==> src/rtl/fb_pkg.sv <==
// fb_pkg: shared sizes, state and grant encodings for the
// framebuffer write scheduler.
package fb_pkg;

  localparam int H_RES  = 640;
  localparam int V_RES  = 480;
  localparam int ADDR_W = 19;
  localparam int DATA_W = 8;

  typedef enum logic [1:0] {
    ST_IDLE,
    ST_SETUP,
    ST_FILL,
    ST_DONE
  } fill_state_e;

  typedef enum logic [1:0] {
    GNT_NONE,
    GNT_CPU,
    GNT_FILL
  } gnt_e;

  // y*640 as two shifts, no multiplier
  function automatic logic [ADDR_W-1:0] row_base(
    input logic [8:0] y
  );
    logic [ADDR_W-1:0] yw;
    yw = {10'd0, y};
    return (yw << 9) + (yw << 7);
  endfunction

endpackage

==> src/rtl/fb_rr_arbiter.sv <==
// fb_rr_arbiter: two-requester round robin, one-hot grants,
// pointer moves only when both requesters compete.
module fb_rr_arbiter
  import fb_pkg::*;
(
  input  logic clock,
  input  logic reset,
  input  logic req_cpu_i,
  input  logic req_fill_i,
  output logic gnt_cpu_o,
  output logic gnt_fill_o
);

  gnt_e last_q, last_d;

  always_comb begin
    gnt_cpu_o  = 1'b0;
    gnt_fill_o = 1'b0;
    last_d     = last_q;
    if (!reset) begin
      if (req_cpu_i && req_fill_i) begin
        if (last_q == GNT_CPU) begin
          gnt_fill_o = 1'b1;
          last_d     = GNT_FILL;
        end else begin
          gnt_cpu_o = 1'b1;
          last_d    = GNT_CPU;
        end
      end else begin
        gnt_cpu_o  = req_cpu_i;
        gnt_fill_o = req_fill_i;
      end
    end
  end

  // LAST_FILL out of reset so the CPU wins the first tie
  always_ff @(posedge clock) begin
    if (reset) last_q <= GNT_FILL;
    else       last_q <= last_d;
  end

endmodule

==> src/rtl/fb_write_scheduler.sv <==
// fb_write_scheduler: shares the framebuffer write port between CPU
// stores and a rectangle-fill engine. FB_WR_VBLANK_ONLY_EN gates fill on vblank.
module fb_write_scheduler
  import fb_pkg::*;
(
  input  logic              clock,
  input  logic              reset,
  input  logic              cpu_req,
  input  logic [ADDR_W-1:0] cpu_addr,
  input  logic [DATA_W-1:0] cpu_data,
  output logic              cpu_ack,
  input  logic              fill_start,
  input  logic [9:0]        fill_x,
  input  logic [8:0]        fill_y,
  input  logic [9:0]        fill_w,
  input  logic [8:0]        fill_h,
  input  logic [DATA_W-1:0] fill_color,
  output logic              fill_busy,
  output logic              fill_done,
  output logic              fill_err,
  input  logic              vblank,
  output logic [ADDR_W-1:0] write_addr,
  output logic [DATA_W-1:0] write_data,
  output logic              wren_signal
);

  fill_state_e state_q, state_d;

  logic [9:0]        x_q, w_q;
  logic [8:0]        y_q, h_q;
  logic [DATA_W-1:0] color_q;

  logic [9:0]        col_q, col_d;
  logic [8:0]        row_q, row_d;
  logic [ADDR_W-1:0] base_q, base_d;
  logic              err_q, err_d;

  logic [ADDR_W-1:0] waddr_q, waddr_d;
  logic [DATA_W-1:0] wdata_q, wdata_d;
  logic              wren_q, wren_d;

  logic              fill_req;
  logic              gnt_cpu, gnt_fill;
  logic [ADDR_W-1:0] fill_addr;
  logic [10:0]       x_end;
  logic [9:0]        y_end;
  logic              bad_rect;

`ifdef FB_WR_VBLANK_ONLY_EN
  assign fill_req = (state_q == ST_FILL) && vblank;
`else
  logic unused_vblank;
  assign unused_vblank = vblank;
  assign fill_req      = (state_q == ST_FILL);
`endif

  fb_rr_arbiter u_arb (
    .clock      (clock),
    .reset      (reset),
    .req_cpu_i  (cpu_req),
    .req_fill_i (fill_req),
    .gnt_cpu_o  (gnt_cpu),
    .gnt_fill_o (gnt_fill)
  );

  assign x_end    = {1'b0, fill_x} + {1'b0, fill_w};
  assign y_end    = {1'b0, fill_y} + {1'b0, fill_h};
  assign bad_rect = (fill_w == 10'd0) || (fill_h == 9'd0) ||
                    (x_end > 11'(H_RES)) || (y_end > 10'(V_RES));

  assign fill_addr = base_q + ADDR_W'(x_q) + ADDR_W'(col_q);

  always_comb begin
    state_d = state_q;
    col_d   = col_q;
    row_d   = row_q;
    base_d  = base_q;
    err_d   = 1'b0;
    unique case (state_q)
      ST_IDLE: begin
        if (fill_start) begin
          if (bad_rect) err_d   = 1'b1;
          else          state_d = ST_SETUP;
        end
      end
      ST_SETUP: begin
        base_d  = row_base(y_q);
        col_d   = 10'd0;
        row_d   = 9'd0;
        state_d = ST_FILL;
      end
      ST_FILL: begin
        if (gnt_fill) begin
          if (col_q == w_q - 10'd1) begin
            col_d  = 10'd0;
            row_d  = row_q + 9'd1;
            base_d = base_q + ADDR_W'(H_RES);
            if (row_q == h_q - 9'd1) state_d = ST_DONE;
          end else begin
            col_d = col_q + 10'd1;
          end
        end
      end
      ST_DONE: state_d = ST_IDLE;
      default: state_d = ST_IDLE;
    endcase
  end

  always_comb begin
    wren_d  = gnt_cpu | gnt_fill;
    waddr_d = waddr_q;
    wdata_d = wdata_q;
    if (gnt_cpu) begin
      waddr_d = cpu_addr;
      wdata_d = cpu_data;
    end else if (gnt_fill) begin
      waddr_d = fill_addr;
      wdata_d = color_q;
    end
  end

  always_ff @(posedge clock) begin
    if (reset) begin
      x_q     <= '0;
      y_q     <= '0;
      w_q     <= '0;
      h_q     <= '0;
      color_q <= '0;
    end else if (state_q == ST_IDLE && fill_start) begin
      x_q     <= fill_x;
      y_q     <= fill_y;
      w_q     <= fill_w;
      h_q     <= fill_h;
      color_q <= fill_color;
    end
  end

  always_ff @(posedge clock) begin
    if (reset) begin
      state_q <= ST_IDLE;
      col_q   <= '0;
      row_q   <= '0;
      base_q  <= '0;
      err_q   <= 1'b0;
      waddr_q <= '0;
      wdata_q <= '0;
      wren_q  <= 1'b0;
    end else begin
      state_q <= state_d;
      col_q   <= col_d;
      row_q   <= row_d;
      base_q  <= base_d;
      err_q   <= err_d;
      waddr_q <= waddr_d;
      wdata_q <= wdata_d;
      wren_q  <= wren_d;
    end
  end

  assign cpu_ack     = gnt_cpu;
  assign fill_busy   = (state_q == ST_SETUP) || (state_q == ST_FILL);
  assign fill_done   = (state_q == ST_DONE);
  assign fill_err    = err_q;
  assign write_addr  = waddr_q;
  assign write_data  = wdata_q;
  assign wren_signal = wren_q;

endmodule

==> config.mk <==
export PLATFORM = sky130hd
export DESIGN_NAME = fb_write_scheduler
export DESIGN_NICKNAME = d
export VERILOG_FILES = /design/src/rtl/fb_pkg.sv /design/src/rtl/fb_rr_arbiter.sv /design/src/rtl/fb_write_scheduler.sv
export SDC_FILE = /design/constraint.sdc
export NUM_CORES = 1
export LEC_CHECK = 0
export ABC_AREA = 1
export BUFFER_PORTS_ARGS = -buffer_cell sky130_fd_sc_hd__buf_4
export CAP_MARGIN = 10
export CORE_UTILIZATION = 48
export DETAILED_ROUTE_END_ITERATION = 6
export MAX_ROUTING_LAYER = met4
export PLACE_DENSITY = 0.72
export SKIP_CTS_REPAIR_TIMING = 1
export SLEW_MARGIN = 20
export SYNTH_ARGS = -nofsm -noshare
export SYNTH_HDL_FRONTEND = slang
export SYNTH_SLANG_ARGS = --single-unit
==> constraint.sdc <==
create_clock -name clock -period 2.4 [get_ports clock]
set_clock_uncertainty 0.1 [all_clocks]
set_input_delay 0.24 -clock clock [delete_from_list [all_inputs] [get_ports clock]]
set_output_delay 0.24 -clock clock [all_outputs]
set_load 0.01 [all_outputs]
==> reports/results.ini, run 1 <==
[setup_path]
worst_setup_path_end_kind = flop
critPathKind = reg2reg
required_ns = 2.54
crit_fanout = 8
worst_ep_arrival_time_ns = 2.55
cp-start-kind = flop

[place]
place.gp.congestion = 0.902
place.port_buffers = 108
dp_hpwl_um = 14200
dp.cells = 1454
post-place-ws_ns = -0.109

[power_and_ir_drop]
leakage_nw = 4.60
power.density_nw_per_um2 = 751
peakVddDrop_mv = 0.520

[min_path]
holdCritPathClass = in2reg

[clock_tree]
clk_latency_ns = 0.36
ctsLongestPathBuffers = 2
clockRootBuffer = clkbuf_16
clk_pin_slew_ns = 0.08
cts_sinks = 110
cts_tree = yes
htreeDepth = 3
cts_buffers = 9

[finish]
drive_gt1_share_pct = 19.6
area_growth_syn_to_layout_pct = 25.5
antenna_cells = 0
stdcell_count = 1477
fin_nets = 1421

[synthesis]
netlist_top_cells_area = dfxtp_1 (30%), nand2_1 (15%), ha_1 (8.7%)
synth_top_area_share_pct = 29.5
syn_avg_cell_area_um2 = 6.47
synth_ff_type = dfxtp_1
synth_nets = 1291
ys_seq_elements = 110
ys_types = 44
synth-edff-count = 0
async_flop_share_pct = 0
synth_area_um2 = 7460
yosys_warnings = 0
yosysSeqAreaShare_pct = 29.5
syn_inst = 1154
yosysTopAreaCell = dfxtp_1

[die]
dieArea_um2 = 16100
die_y_um = 127
ios = 110
core_um2 = 15200
initial_utilization_pct = 49.1
floorplan.die.width_um = 127
rows = 45

[timing]
fin_crit_ns = 2.41
final_max_slew_viol_count = 0
fin_crit_sh_pct = 100
fmax_mhz = 415
relSlewSlack_pct = 54.5
setup_tns_ns = -0.00986
setup_viol = 1
grt_setup_unrepaired = true
worst_pin_slew_ns = 0.677
hold_violations = 0
setup_ws_ns = -0.00986

[status]
violations = setup timing
status = complete, but fails checks

[global_route]
overflow = 0
grt_pass1_vias = 6576
grt_max_degree = 33
antenna_found_initial = 0
grtUsageTotal_pct = 23.9
grt_pass1_wl_um = 30400

[detailed_routing]
viasPerCell = 5.16
drt_pass1_iterations = 5
drt_wl_total_um = 18900
routedWlPerCell_um = 12.8
antenna_left = 0
drcViolationCount = 0
drtIter0Drc = 515
num_vias = 7618

[flow_run]
maxCapViolCount = 0

## power by group
group,internal [mW],switching (mW)
clock network,0.717,0.717
registers,2.14,0.258
logic,1.28,1.93
## routing by layer
metal	vias up	global-route usage, %	part of all wire [%]
met3	19	3.46	4.8
met1	3420	33.0	50
li1	3987	-	-
met5	-	-	0
met2	192	37.0	44
met4	0	5.32	1.2
## placed cells by master, fill, tap and decap left out, types with 8 or more instances in the layout
cell type / count
a21oi_1: 63
a31oi_1: 9
buf_4: 146
clkbuf_16: 9
dfxtp_1: 105
ha_1: 44
ha_4: 8
inv_1: 136
inv_2: 8
nand2_1: 296
nand3_1: 62
nand4_1: 13
nor2_1: 130
nor3_1: 14
o21ai_0: 87
o21ai_1: 11
xor2_1: 20
## worst max-delay path, stage by stage (launching register included)
cell	delay [ns]
dfxtp_2	0.34
fa_1	0.57
ha_4	0.21
a21oi_2	0.15
nor2_1	0.07
a211oi_2	0.23
o21ai_2	0.10
nand2_2	0.11
nand2_4	0.09
nand2_1	0.07
nand2_1	0.04
o21bai_1	0.13
a21oi_1	0.07
## path summary, 6_finish.rpt
path,endpoint,start,slack [ns],cells past startpoint
worst min register to register,write_addr[15]$_SDFFE_PP0P_,write_addr[15]$_SDFFE_PP0P_,0.36,2
worst max-delay path,write_addr[12]$_SDFFE_PP0P_,col_q[7]$_SDFFE_PP0P_,-0.01,12
worst max register to register,write_addr[12]$_SDFFE_PP0P_,col_q[7]$_SDFFE_PP0P_,-0.01,12
worst min-delay path,color_q[2]$_SDFFE_PP0P_,fill_color[2],0.03,3
## cells in the mapped netlist (5+ instances only)
cell / count
nand2_1: 306
inv_1: 143
nor2_1: 136
dfxtp_1: 110
o21ai_0: 101
a21oi_1: 70
nand3_1: 69
ha_1: 52
clkbuf_1: 25
xor2_1: 20
nor3_1: 15
nand4_1: 13
a31oi_1: 10
fa_1: 7
xnor2_1: 7
nand3b_1: 5
nor2_2: 5
## kinds of logic (layout without fill, tap and decap cells)
group	count (synthesis)	count (layout)	share of synthesized area (%)
buffers and inverters	183	317	9.67
flip-flops	110	110	29.5
adder cells (fa/ha/maj)	59	59	10.6
AO/OA/AOI/OAI	204	204	14.6
AND/OR/NAND/NOR	571	572	32.4
XOR/XNOR	27	27	3.17
## metrics by stage
stage	power, mW	utilization (%)	area, µm²	hold slack (ns)
final	7.04	61.6	9370	0.0316
after CTS	6.67	58.8	8930	0.0216
after global placement	5.17	56.9	8660	0.353
after detailed placement	5.22	56.9	8660	0.356
after floorplan	4.40	-	7470	0.303
after global routing	7.58	61.6	9370	0.0405
## layout make-up
| type | count | area (µm²) |
|---|---|---|
| Timing Repair Buffer | 152 | 1180 |
| Multi-Input combinational cell | 862 | 4890 |
| Timing Repair inverter | 1 | 7.51 |
| Fill cell | 1462 | 5830 |
| Clock buffer | 11 | 233 |
| Tap cell | 188 | 235 |
| Clock inverter | 5 | 43.8 |
| Sequential cell | 110 | 2210 |
| Inverter | 148 | 572 |
## flip-flops by register name (all words and copies together), names as in the netlist
signal and flops:
wren_signal 1, write_data 8, write_addr 19, base_q 12
h_q 9, color_q 8, state_q 2, col_q 10
x_q 10, u_arb.last_q 2, w_q 10, y_q 9
row_q 9, fill_err 1
Note: power is estimated with default switching activity, not from simulation.
==> run 2, diff against run 1 <==
--- a/config.mk
+++ b/config.mk
@@ -6,12 +6,15 @@
 export NUM_CORES = 1
 export LEC_CHECK = 0
 export ABC_AREA = 1
+export ABC_CLOCK_PERIOD_IN_PS = 2350
 export BUFFER_PORTS_ARGS = -buffer_cell sky130_fd_sc_hd__buf_4
 export CAP_MARGIN = 10
-export CORE_UTILIZATION = 48
+export CELL_PAD_IN_SITES_DETAIL_PLACEMENT = 1
+export CELL_PAD_IN_SITES_GLOBAL_PLACEMENT = 1
+export CORE_UTILIZATION = 41
 export DETAILED_ROUTE_END_ITERATION = 6
 export MAX_ROUTING_LAYER = met4
-export PLACE_DENSITY = 0.72
+export PLACE_DENSITY_LB_ADDON = 0.1
 export SKIP_CTS_REPAIR_TIMING = 1
 export SLEW_MARGIN = 20
 export SYNTH_ARGS = -nofsm -noshare
==> constraint.sdc (replaced) <==
create_clock -name clock -period 2.35 [get_ports clock]
set_clock_uncertainty 0.1 [all_clocks]
set_input_delay 0.235 -clock clock [delete_from_list [all_inputs] [get_ports clock]]
set_output_delay 0.235 -clock clock [all_outputs]
set_load 0.01 [all_outputs]
==> reports/results.ini, run 2 (synthesis results as in run 1) <==
[status]
status = complete, but fails checks
violations = setup timing

[finish]
multi_input_area_um2 = 4860  ; -0.69%
drive_gt1_share_pct = 20.9  ; +1.3 points
seq_area_um2 = 2210  ; +0.17%
largest_reg_flops = 19  ; unchanged
antenna_cells = 0  ; unchanged
final_common_cell = nand2_1
area_growth_syn_to_layout_pct = 27.9
nFillCells = 2386  ; +63%
layout_common_cells = nand2_1 (296), buf_4 (164), inv_1 (139), nor2_1 (131), dfxtp_1 (102)
final_core_util_pct = 54.4  ; -7.2 points
stdcell_count = 1531  ; +3.7%
fin_nets = 1438  ; +1.2%

[place]
place.port_buffers = 108  ; unchanged
dp.cells = 1502  ; +3.3%
place.gp.congestion = 0.857  ; -5.0%
dp_hpwl_um = 17100  ; +21%

[detailed_routing]
antenna_left = 0  ; unchanged
viasPerCell = 5.13  ; -0.55%
num_vias = 7853  ; +3.1%
drt_pass1_iterations = 4  ; -1
dr_wl_met2_um = 11000  ; +34%
met3_length_um = 865  ; -4.8%
drtIter0Drc = 286  ; -44%
drt_wl_total_um = 23300  ; +23%
drt-met1-wl_um = 11000  ; +16%
routedWlPerCell_um = 15.2  ; +19%
drcViolationCount = 0  ; unchanged
highest_layer = met4

[clock_tree]
clk_pin_slew_ns = 0.08  ; about the same
clk_latency_ns = 0.36  ; about the same
ctsLongestPathBuffers = 2  ; unchanged
cts_tree = yes
htreeDepth = 3  ; unchanged
clockRootBuffer = clkbuf_16
cts_buffers = 9  ; unchanged
cts_sinks = 110  ; unchanged

[flow_run]
maxCapViolCount = 0  ; unchanged

[timing]
worst_pin_slew_ns = 0.645  ; -0.0315 ns
fin_crit_sh_pct = 105  ; +4.1 points
fmax_mhz = 407  ; -1.9%
grt_setup_unrepaired = true
fin_crit_ns = 2.46  ; +0.0470 ns
final_max_slew_viol_count = 0  ; unchanged
setup_viol = 2  ; +1
hold_violations = 0  ; unchanged
setup_ws_ns = -0.107  ; -0.0970 ns
relSlewSlack_pct = 56.6  ; +2.2 points

[die]
rows = 48  ; +6.7%
ios = 110  ; unchanged
die_y_um = 137  ; +8.1%
core_um2 = 17500  ; +15%
floorplan.die.width_um = 137  ; +8.1%
dieArea_um2 = 18700  ; +17%
initial_utilization_pct = 42.6  ; -6.5 points

[power_and_ir_drop]
power.density_nw_per_um2 = 776  ; +3.4%
finalPower_mw = 7.41  ; +5.3%
leakage_nw = 4.67  ; +1.6%
peakVddDrop_mv = 0.449  ; -14%

[setup_path]
crit_fanout = 4  ; -4
worst_ep_arrival_time_ns = 2.66  ; +0.11 ns
required_ns = 2.55  ; about the same
worst_setup_path_end_kind = flop
cp-start-kind = flop
critPathKind = reg2reg

[global_route]
grt_max_degree = 29  ; -12%
grt_pass1_vias = 7586  ; +15%
grt_pass1_wl_um = 35600  ; +17%
grtUsageTotal_pct = 24.5  ; +0.58 points
antenna_found_initial = 0  ; unchanged
overflow = 0  ; unchanged

[min_path]
holdCritPathClass = in2reg

==> run 2: critical path: stages, from the launching register on <==
cell and delay [ns]:
dfxtp_2 0.34, fa_1 0.53, ha_4 0.33, buf_4 0.14
nand2_4 0.06, o21ai_2 0.14, nand2_2 0.12, a31oi_4 0.20
a21oi_2 0.08, o21ai_1 0.11, nand3_1 0.11, a21oi_1 0.15
==> run 2: layout make-up <==
cell class | instances | area share [%]
well taps | 225 | 2.95
clock buffers | 11 | 2.65
clock inverters | 5 | 0.420
repair buffers | 169 | 13.8
inverters | 148 | 6.02
flip-flops and latches | 110 | 23.2
multi-input cells | 862 | 50.9
repair inverters | 1 | 0.0787
==> run 2: worst paths after layout <==
path                                             startpoint                           to  slack (ns)  cells past startpoint
worst max-delay path                  col_q[7]$_SDFFE_PP0P_  write_addr[15]$_SDFFE_PP0P_       -0.11                     11
worst min-delay path                          fill_color[6]      color_q[6]$_SDFFE_PP0P_        0.02                      3
worst max register to register        col_q[7]$_SDFFE_PP0P_  write_addr[15]$_SDFFE_PP0P_       -0.11                     11
worst min register to register  write_addr[17]$_SDFFE_PP0P_  write_addr[17]$_SDFFE_PP0P_        0.37                      2
==> run 2: per-stage QoR <==
stage               hold slack [ns]  cell area (µm²)  setup TNS (ns)  worst slack (ns)
global placement              0.347             8800          -0.650            -0.151
global route                 0.0396             9540           -1.71            -0.184
floorplan                     0.298             7490               0           0.00191
CTS                          0.0174             9100           -1.46            -0.228
finish                       0.0206             9540          -0.161            -0.107
detailed placement            0.358             8800           -1.19            -0.220
==> run 2: per-layer routing <==
layer / GRT usage, % / vias to the layer above
met5: - / -
met4: 7.02 / 0
met3: 2.37 / 25
met2: 38.9 / 140
met1: 32.9 / 3669
li1: - / 4019
==> run 2: where the power goes <==
part | switching, mW | internal, mW
registers | 0.268 | 2.18
clock network | 0.765 | 0.789
logic | 2.07 | 1.34
==> run 3, diff against run 2 <==
--- a/config.mk
+++ b/config.mk
@@ -11,8 +11,10 @@
 export CAP_MARGIN = 10
 export CELL_PAD_IN_SITES_DETAIL_PLACEMENT = 1
 export CELL_PAD_IN_SITES_GLOBAL_PLACEMENT = 1
-export CORE_UTILIZATION = 41
+export CORE_UTILIZATION = 42
+export CTS_BUF_LIST = sky130_fd_sc_hd__clkbuf_8
 export DETAILED_ROUTE_END_ITERATION = 6
+export HOLD_SLACK_MARGIN = 0.08
 export MAX_ROUTING_LAYER = met4
 export PLACE_DENSITY_LB_ADDON = 0.1
 export SKIP_CTS_REPAIR_TIMING = 1
==> reports/results.ini, run 3 (synthesis results as in run 1) <==
[status]
status = complete, but fails checks
violations = setup timing

[timing]
grt_setup_unrepaired = true
final_max_slew_viol_count = 0  ; unchanged
hold_violations = 0  ; unchanged
fmax_mhz = 405  ; -0.53%
setup_viol = 7  ; +5
setup_ws_ns = -0.120  ; -0.0130 ns
fin_crit_sh_pct = 105  ; +0.55 points
worst_hold_slack_ns = 0.0286  ; +0.00796 ns
worst_pin_slew_ns = 0.510  ; -0.135 ns
fin_crit_ns = 2.47  ; +0.0130 ns
relSlewSlack_pct = 65.7  ; +9.0 points

[flow_run]
maxCapViolCount = 0  ; unchanged

[power_and_ir_drop]
leakage_nw = 4.77  ; +2.2%
peakVddDrop_mv = 0.306  ; -32%
switchingPower_mw = 3.19  ; +2.9%
finalPower_mw = 7.35  ; -0.75%
pwr-share-seq_pct = 33.4  ; +0.3 points
clkPwrFrac_pct = 16.4  ; -4.6 points
power.density_nw_per_um2 = 749  ; -3.5%
power.share.combinational_pct = 50.2  ; +4.2 points
intPower_mw = 4.17  ; -3.3%
switching_share_pct = 43.4  ; +1.5 points

[setup_path]
worst_ep_arrival_time_ns = 2.71  ; +0.05 ns
r2r.worst_path.cells = 9  ; -2
worst_setup_path_end_kind = flop
worstReg2RegStart = col_q[9]$_SDFFE_PP0P_
path_cells = fa_1 -> ha_2 -> a21o_1 -> nand3_1 -> a31oi_4 -> a21oi_2 -> o21ai_1 -> nand3_1 -> a21oi_2
worstReg2RegEnd = write_addr[15]$_SDFFE_PP0P_
cp-start-kind = flop
reg2reg_slack_ns = -0.12  ; about the same
crit_slowest_cell = fa_1
critPathKind = reg2reg
crit_fanout = 5  ; +1
required_ns = 2.59  ; +0.04 ns
slowest_delay_ns = 0.45  ; -0.08 ns

[clock_tree]
clk_latency_ns = 0.40  ; +0.04 ns
htreeDepth = 3  ; unchanged
clockRootBuffer = clkbuf_8
clk_pin_slew_ns = 0.11  ; +0.03 ns
cts_tree = yes
cts_sinks = 110  ; unchanged
cts_buffers = 9  ; unchanged
ctsLongestPathBuffers = 2  ; unchanged

[finish]
final_common_cell = nand2_1
layout_common_cells = nand2_1 (295), buf_4 (162), inv_1 (137), nor2_1 (128), dfxtp_1 (102)
stdcell_count = 1563  ; +2.1%
area_growth_syn_to_layout_pct = 31.6
finish.instance_area_um2 = 9820  ; +2.9%
fin_nets = 1470  ; +2.2%
final_core_util_pct = 56.8  ; +2.4 points
antenna_cells = 0  ; unchanged
largest_reg_flops = 19  ; unchanged
drive_gt1_share_pct = 20.6  ; -0.35 points

[place]
place.port_buffers = 108  ; unchanged
dp_hpwl_um = 17200  ; +0.81%
dp.cells = 1497  ; -0.33%
dpl-instance-area_um2 = 8750  ; -0.57%
place.gp.congestion = 0.866  ; +1.1%

[die]
dieArea_um2 = 18300  ; -2.3%
floorplan.die.width_um = 135  ; -1.2%
initial_utilization_pct = 43.1  ; +0.59 points
rows = 48  ; unchanged
ios = 110  ; unchanged
core_um2 = 17300  ; -1.4%
die_y_um = 135  ; -1.2%

[global_route]
grt_pass1_wl_um = 35100  ; -1.4%
overflow = 0  ; unchanged
met1_usage_pct = 32.5  ; -0.32 points
antenna_found_initial = 0  ; unchanged
grtUsageMet2_pct = 40.0  ; +1.1 points
grt_pass1_vias = 7515  ; -0.94%
grt_most_used_layer = met2
grt_max_degree = 29  ; unchanged
grtUsageTotal_pct = 24.7  ; +0.22 points
grt_use_met3_pct = 2.47  ; +0.099 points

[detailed_routing]
num_vias = 8144  ; +3.7%
antenna_left = 0  ; unchanged
drt_wl_total_um = 25100  ; +7.9%
routedWlPerCell_um = 16.1  ; +5.7%
drtIter0Drc = 335  ; +17%
viasPerCell = 5.21  ; +1.6%
drcViolationCount = 0  ; unchanged
drt_pass1_iterations = 4  ; unchanged

[min_path]
holdCritPathClass = in2reg
hold_end = w_q[7]$_SDFFE_PP0P_
min_from = fill_w[7]
hold_path_depth = 3  ; unchanged

==> run 3: critical path, delay by kind of cell (launching register included) <==
kind            cells  cell delay, ns
compound gates      5            0.77
simple gates        2            0.32
flops               1            0.35
fa+ha+maj           2            0.86
==> run 3: layer usage <==
layer	part of all wire, %	routed length [µm]
met1	46	11500
met2	49	12300
met4	2.2	554
met5	0	0
met3	2.9	733
==> run 3: cell type report <==
cell class,count,area [µm²]
flip-flops and latches,110,2210
fillers,2281,7480
well taps,225,282
clock buffers,9,124
repair buffers,201,1640
inverters,148,574
multi-input cells,862,4900
clock inverters,7,75.1
repair inverters,1,7.51
==> run 3: stage by stage <==
step	setup slack, ns	setup TNS (ns)
floorplan	0.00191	0
global placement	-0.148	-0.581
detailed placement	-0.247	-1.30
CTS	-0.274	-1.71
global route	-0.209	-1.64
finish	-0.120	-0.363
==> run 3: worst max path at each step <==
| stage | start | end | slack (ns) | depth (start not counted) |
|---|---|---|---|---|
| final | col_q[9]$_SDFFE_PP0P_ | write_addr[15]$_SDFFE_PP0P_ | -0.12 | 9 |
| after detailed placement | x_q[7]$_SDFFE_PP0P_ | write_addr[12]$_SDFFE_PP0P_ | -0.25 | 12 |
| after floorplan | col_q[1]$_SDFFE_PP0P_ | write_addr[11]$_SDFFE_PP0P_ | 0.002 | 13 |
| after global placement | x_q[7]$_SDFFE_PP0P_ | write_addr[12]$_SDFFE_PP0P_ | -0.15 | 12 |
| after global routing | col_q[9]$_SDFFE_PP0P_ | write_addr[15]$_SDFFE_PP0P_ | -0.21 | 9 |
| after CTS | x_q[7]$_SDFFE_PP0P_ | write_addr[12]$_SDFFE_PP0P_ | -0.27 | 12 |
==> run 3: power groups by stage <==
stage	Sequential (mW)	Clock, mW	Combinational, mW
after floorplan	2.43	0	2.08
after global placement	2.45	0	2.92
after detailed placement	2.47	0	3.01
after CTS	2.43	1.23	3.04
after global routing	2.49	1.28	4.09
final	2.46	1.20	3.69
